## src/rtl/stopwatch_pkg.sv

```systemverilog
// stopwatch_pkg: shared definitions for the stopwatch core.
//   state_t      - control states (IDLE, RUN, PAUSE)
//   *_MAX        - highest legal value of each BCD digit position
package stopwatch_pkg;

  typedef enum logic [1:0] {
    IDLE  = 2'd0,  // count is zero, stopped
    RUN   = 2'd1,  // counting on every tick
    PAUSE = 2'd2   // count held, stopped
  } state_t;

  localparam int ONES_MAX     = 9;
  localparam int SEC_TENS_MAX = 5;
  localparam int MIN_TENS_MAX = 5;

endpackage

```

## src/rtl/stopwatch_bcd_digit.sv

```systemverilog
// bcd_digit: one decimal digit of the stopwatch count, wrapping at MAX.
//   clock_in   - system clock
//   reset_n_in - asynchronous active-low reset, digit goes to 0
//   clear      - synchronous clear to 0, overrides inc
//   inc        - advance the digit by one this cycle
//   value      - current digit value, always 0..MAX
//   carry      - inc while at MAX; the next digit up advances with it
module bcd_digit #(
  parameter int MAX = 9
) (
  input  logic       clock_in,
  input  logic       reset_n_in,
  input  logic       clear,
  input  logic       inc,
  output logic [3:0] value,
  output logic       carry
);

  localparam logic [3:0] MAX_V = 4'(MAX);

  assign carry = inc & (value == MAX_V);

  // NOTE: state registers use non-blocking assignments so every flop in the
  // design samples its inputs from before the edge, regardless of block order.
  always_ff @(posedge clock_in or negedge reset_n_in) begin
    if (!reset_n_in) begin
      value <= '0;
    end else if (clear) begin
      value <= '0;
    end else if (inc) begin
      value <= (value == MAX_V) ? 4'd0 : value + 4'd1;
    end
  end

endmodule

```

## src/rtl/stopwatch_core.sv

```systemverilog
// stopwatch_core: MM:SS stopwatch counting rising edges of a 1 Hz tick.
//   clock_in      - 100 MHz system clock
//   reset_n_in    - asynchronous active-low reset
//   tick_in       - 1 Hz square wave, synchronous to clock_in
//   start_stop_in - async button level; each rising edge toggles run/pause
//   clear_in      - async button level; each rising edge clears the count
//   sec_ones_out, sec_tens_out, min_ones_out, min_tens_out - BCD digits
//   running_out   - high while in RUN
//   wrap_out      - one-cycle pulse on the 59:59 -> 00:00 advance
module stopwatch_core
  import stopwatch_pkg::*;
#(
  parameter int SYNC_STAGES = 2
) (
  input  logic       clock_in,
  input  logic       reset_n_in,
  input  logic       tick_in,
  input  logic       start_stop_in,
  input  logic       clear_in,
  output logic [3:0] sec_ones_out,
  output logic [3:0] sec_tens_out,
  output logic [3:0] min_ones_out,
  output logic [3:0] min_tens_out,
  output logic       running_out,
  output logic       wrap_out
);

  // Button synchronizers, edge detectors and tick edge detector.
  logic [SYNC_STAGES-1:0] start_sync;
  logic [SYNC_STAGES-1:0] clear_sync;
  logic [SYNC_STAGES-1:0] prime_sr;
  logic start_prev, clear_prev;
  logic start_armed, clear_armed;
  logic tick_q;

  logic start_lvl, clear_lvl, primed;
  logic start_p, clear_p, tick_p;

  assign start_lvl = start_sync[SYNC_STAGES-1];
  assign clear_lvl = clear_sync[SYNC_STAGES-1];

  // primed goes high once the synchronizers hold real post-reset samples
  // rather than their reset zeros.
  assign primed = prime_sr[SYNC_STAGES-1];

  // A button only produces edges after it has been seen low since reset, so
  // a button held through reset release does not fire.
  assign start_p = start_lvl & ~start_prev & start_armed;
  assign clear_p = clear_lvl & ~clear_prev & clear_armed;
  assign tick_p  = tick_in & ~tick_q;

  always_ff @(posedge clock_in or negedge reset_n_in) begin
    if (!reset_n_in) begin
      start_sync  <= '0;
      clear_sync  <= '0;
      prime_sr    <= '0;
      start_prev  <= 1'b0;
      clear_prev  <= 1'b0;
      start_armed <= 1'b0;
      clear_armed <= 1'b0;
      tick_q      <= 1'b0;
    end else begin
      start_sync  <= {start_sync[SYNC_STAGES-2:0], start_stop_in};
      clear_sync  <= {clear_sync[SYNC_STAGES-2:0], clear_in};
      prime_sr    <= {prime_sr[SYNC_STAGES-2:0], 1'b1};
      start_prev  <= start_lvl;
      clear_prev  <= clear_lvl;
      start_armed <= start_armed | (primed & ~start_lvl);
      clear_armed <= clear_armed | (primed & ~clear_lvl);
      tick_q      <= tick_in;
    end
  end

  // Control state machine.
  state_t state;
  logic   advance;
  logic   so_carry, st_carry, mo_carry, mt_carry;

  // Clear overrides a coincident tick; a start coinciding with a tick only
  // lets the tick count when the state was already RUN.
  assign advance = tick_p & (state == RUN) & ~clear_p;

  always_ff @(posedge clock_in or negedge reset_n_in) begin
    if (!reset_n_in) begin
      state       <= IDLE;
      running_out <= 1'b0;
      wrap_out    <= 1'b0;
    end else begin
      wrap_out <= mt_carry;
      if (clear_p) begin
        state       <= IDLE;
        running_out <= 1'b0;
      end else if (start_p) begin
        case (state)
          RUN: begin
            state       <= PAUSE;
            running_out <= 1'b0;
          end
          IDLE, PAUSE: begin
            state       <= RUN;
            running_out <= 1'b1;
          end
          default: begin
            state       <= IDLE;
            running_out <= 1'b0;
          end
        endcase
      end
    end
  end

  // Digit chain: every digit that changes in one advance does so at the
  // same edge because the carries are combinational.
  bcd_digit #(.MAX(ONES_MAX)) u_sec_ones (
    .clock_in  (clock_in),
    .reset_n_in(reset_n_in),
    .clear     (clear_p),
    .inc       (advance),
    .value     (sec_ones_out),
    .carry     (so_carry)
  );

  bcd_digit #(.MAX(SEC_TENS_MAX)) u_sec_tens (
    .clock_in  (clock_in),
    .reset_n_in(reset_n_in),
    .clear     (clear_p),
    .inc       (advance & so_carry),
    .value     (sec_tens_out),
    .carry     (st_carry)
  );

  bcd_digit #(.MAX(ONES_MAX)) u_min_ones (
    .clock_in  (clock_in),
    .reset_n_in(reset_n_in),
    .clear     (clear_p),
    .inc       (advance & st_carry),
    .value     (min_ones_out),
    .carry     (mo_carry)
  );

  bcd_digit #(.MAX(MIN_TENS_MAX)) u_min_tens (
    .clock_in  (clock_in),
    .reset_n_in(reset_n_in),
    .clear     (clear_p),
    .inc       (advance & mo_carry),
    .value     (min_tens_out),
    .carry     (mt_carry)
  );

endmodule

```

## config.mk

```make
export PLATFORM = sky130hd
export DESIGN_NAME = stopwatch_core
export DESIGN_NICKNAME = d
export VERILOG_FILES = /design/src/rtl/stopwatch_pkg.sv /design/src/rtl/stopwatch_bcd_digit.sv /design/src/rtl/stopwatch_core.sv
export SDC_FILE = /design/constraint.sdc
export NUM_CORES = 1
export LEC_CHECK = 0
export ABC_AREA = 1
export ABC_CLOCK_PERIOD_IN_PS = 1700
export CORE_MARGIN = 2
export CORE_UTILIZATION = 40
export CTS_CLUSTER_DIAMETER = 80
export CTS_CLUSTER_SIZE = 8
export DETAILED_ROUTE_END_ITERATION = 16
export GPL_TIMING_DRIVEN = 0
export PLACE_DENSITY = 0.62
export SYNTH_ARGS = -nofsm -noshare
export SYNTH_HDL_FRONTEND = slang
export SYNTH_SLANG_ARGS = --single-unit
```

## constraint.sdc

```tcl
create_clock -name clock_in -period 1.7 [get_ports clock_in]
set_input_delay 0.34 -clock clock_in [delete_from_list [all_inputs] [get_ports clock_in]]
set_output_delay 0.34 -clock clock_in [all_outputs]
set_load 0.01 [all_outputs]
```

==> impl_metrics.json <==
{
  "maxSlewViolCount": 0,
  "synth_most_common_cell": "dfrtp_1",
  "final_nets": 192,
  "tightest_slew_ns": 0.649,
  "dp_hpwl_um": 1900,
  "clock_latency_ns": 0.28,
  "finClkSkew_ns": 0.00358,
  "netlist_top_cells_area": "dfrtp_1, nand2_1, ha_1",
  "relSlewSlack_pct": 56.7,
  "path_cells": "clkdlybuf4s50_1",
  "vias_per_cell": 4.75,
  "routedWlPerCell_um": 11.4,
  "p_total_mw": 1.68,
  "synth_warnings": 0,
  "async_reset_ff_share_pct": 100,
  "ys.flop_type": "dfrtp_1",
  "clk_pin_slew_ns": 0.07,
  "fillCellCount": 336,
  "grt_usage_pct": 14.9,
  "crit_required_ns": 1.36,
  "h-tree-depth": 2,
  "drt_iter0_markers": 48,
  "vias": 1084,
  "critical_path_buf_inv_count": 1,
  "worst_slack_ns": 0.0611,
  "rsz0062_at_grt": "false",
  "drc": 0,
  "tns_ns": 0,
  "dieArea_um2": 4170,
  "critical_path_class": "flop to output port",
  "cts_sinks": 30,
  "antenna_cells": 0,
  "min_period_over_period_pct": 96.4,
  "switching_share_pct": 27.3,
  "synth.net_count": 163,
  "coreArea_um2": 3610,
  "antenna_found_initial": 0,
  "p_leak_nw": 0.856,
  "placed_cells": 220,
  "power.internal_mw": 1.22,
  "cpPeakStageDelay_ns": 0.58,
  "end_kind": "output port",
  "ys_types": 28,
  "grt_pass1_vias": 1103,
  "status": "completed",
  "drive_above_1_share_pct": 17.8,
  "tritoncts": "yes",
  "synth_edf_count": 0,
  "cp-start-kind": "flop",
  "gp_congestion": 0.765,
  "synthToLayoutAreaGrowth_pct": 25.6,
  "min_period_ns": 1.64,
  "rows": 22,
  "start_util_pct": 40.7,
  "hp-class": "input port to async pin",
  "ir_worst_vdd_v": 0.000671,
  "synth.top_cells.by_count": "dfrtp_1, nand2_1, nand3_1",
  "clkPwrFrac_pct": 35.3,
  "setup_viol": 0,
  "comb_power_share_pct": 15.9,
  "cp_max_fo": 5,
  "crit_path_top_delay_cell": "clkdlybuf4s50_1",
  "maxCapViolCount": 0,
  "grt_max_degree": 31,
  "die_h_um": 64.6,
  "boundaryPins": 23,
  "power_switching_mw": 0.459,
  "ys_seq_area_share_pct": 51.2,
  "avgSynthCellArea_um2": 9.78,
  "drt-total-wl_um": 2600,
  "die_w_um": 64.6,
  "clk_path_buf_depth": 2,
  "seq_power_share_pct": 48.8,
  "final_cells": 228,
  "cts_root_buf": "clkbuf_8",
  "overflow": 0,
  "ys_seq_elements": 30,
  "crit_arrival_ns": 1.30,
  "synth_cells": 150,
  "yosysTopAreaCell": "dfrtp_1",
  "synth_top_area_share_pct": 51.2,
  "crit_family": "buffers and inverters",
  "antenna_left": 0,
  "rrSetupSlack_ns": 0.27,
  "power_density_nw_per_um2": 911,
  "syn_area_um2": 1470,
  "clock.fmax_ghz": 0.610,
  "dp_slack_ns": -0.267,
  "cts_buffers": 5,
  "hold_violations": 0,
  "port_buffers": 22,
  "drt_pass1_iterations": 4,
  "grt_first_pass_wirelength_um": 4830
}
[cell type report]
type                            instances  area (um^2)  area share [%]
Sequential cell                        30          756            41.0
Multi-Input combinational cell        103          649            35.2
Timing Repair Buffer                   22          215            11.7
Clock buffer                            6         82.6            4.48
Inverter                               16         60.1            3.26
Tap cell                               48         60.1            3.26
Clock inverter                          2         12.5           0.679
Buffer                                  1         7.51           0.407
[sequential cells by signal, indices dropped and copies added (netlist names), 2 cells and up]
name,count
u_sec_tens.value,4
u_min_tens.value,4
prime_sr,2
u_min_ones.value,4
state,2
clear_sync,2
u_sec_ones.value,4
start_sync,2
[logic make-up after synthesis]
| group | Yosys count | share of synthesized area [%] |
|---|---|---|
| and+or+nand+nor | 73 | 26.9 |
| other | 1 | 0.256 |
| DFF | 30 | 51.2 |
| AOI/OAI and AO/OA | 14 | 6.05 |
| adders and majority gates | 8 | 6.82 |
| xor gates and xnor gates | 7 | 4.18 |
| buffers and inverters | 17 | 4.60 |
[through the flow]
step	instance area (um^2)	util, %	hold WS, ns
6_report	1840	51.1	0.0819
5_1_grt	1840	51.1	0.138
4_1_cts	1840	51.1	0.351
3_5_place_dp	1750	48.5	0.336
3_3_place_gp	1750	48.5	0.333
2_1_floorplan	1470	-	0.0444
[power by group through the flow]
stage	logic, mW	registers [mW]	clock network [mW]
global route	0.307	0.828	0.658
detailed placement	0.270	0.834	0
finish	0.266	0.820	0.594
floorplan	0.131	0.838	0
CTS	0.271	0.820	0.608
global placement	0.261	0.827	0
[layout by cell type (no fill, tap or decap), types with 2 or more instances in the layout]
cell,instances
o21bai_1,2
nand2_2,2
nand3_1,18
o21ai_1,3
xor2_1,3
nand4_2,2
o22ai_1,2
dfrtp_2,4
xnor2_1,4
o21ai_2,3
inv_1,15
nor3_1,2
dfrtp_1,26
nor2_2,3
o21ai_0,4
clkdlybuf4s50_1,21
nor2_1,10
ha_1,8
clkbuf_8,6
nand2_1,27
nor2_4,2
[worst paths after layout]
kind / start / endpoint / cells after the start
worst max-delay path: u_sec_ones.value[2]$_DFFE_PN0P_ / sec_ones_out[2] / 1
worst min-delay path: reset_n_in / state[1]$_DFFE_PN0P_ / 1
worst max register to register: u_sec_ones.value[1]$_DFFE_PN0P_ / u_min_tens.value[3]$_DFFE_PN0P_ / 8
worst min register to register: start_sync[0]$_DFF_PN0_ / start_sync[1]$_DFF_PN0_ / 0
max in group asynchronous: reset_n_in / u_sec_ones.value[3]$_DFFE_PN0P_ / 1
min in group clock_in: start_sync[0]$_DFF_PN0_ / start_sync[1]$_DFF_PN0_ / 0
[layer usage]
layer	vias to the layer above	routed length (um)	global-route usage, %
met3	5	128	5.73
met1	512	1200	19.3
met2	25	1240	23.6
met5	-	0	0
li1	542	-	-
met4	0	33	3.99
[repair_timing]
item                                   in CTS  in global routing
hold buffers                                0                  0
setup endpoints to repair                   0                  4
endpoints found under the hold margin       0                  0
buffers inserted                            0                  0
resized for setup                           0                  4
(Power assumes the default switching activity.)
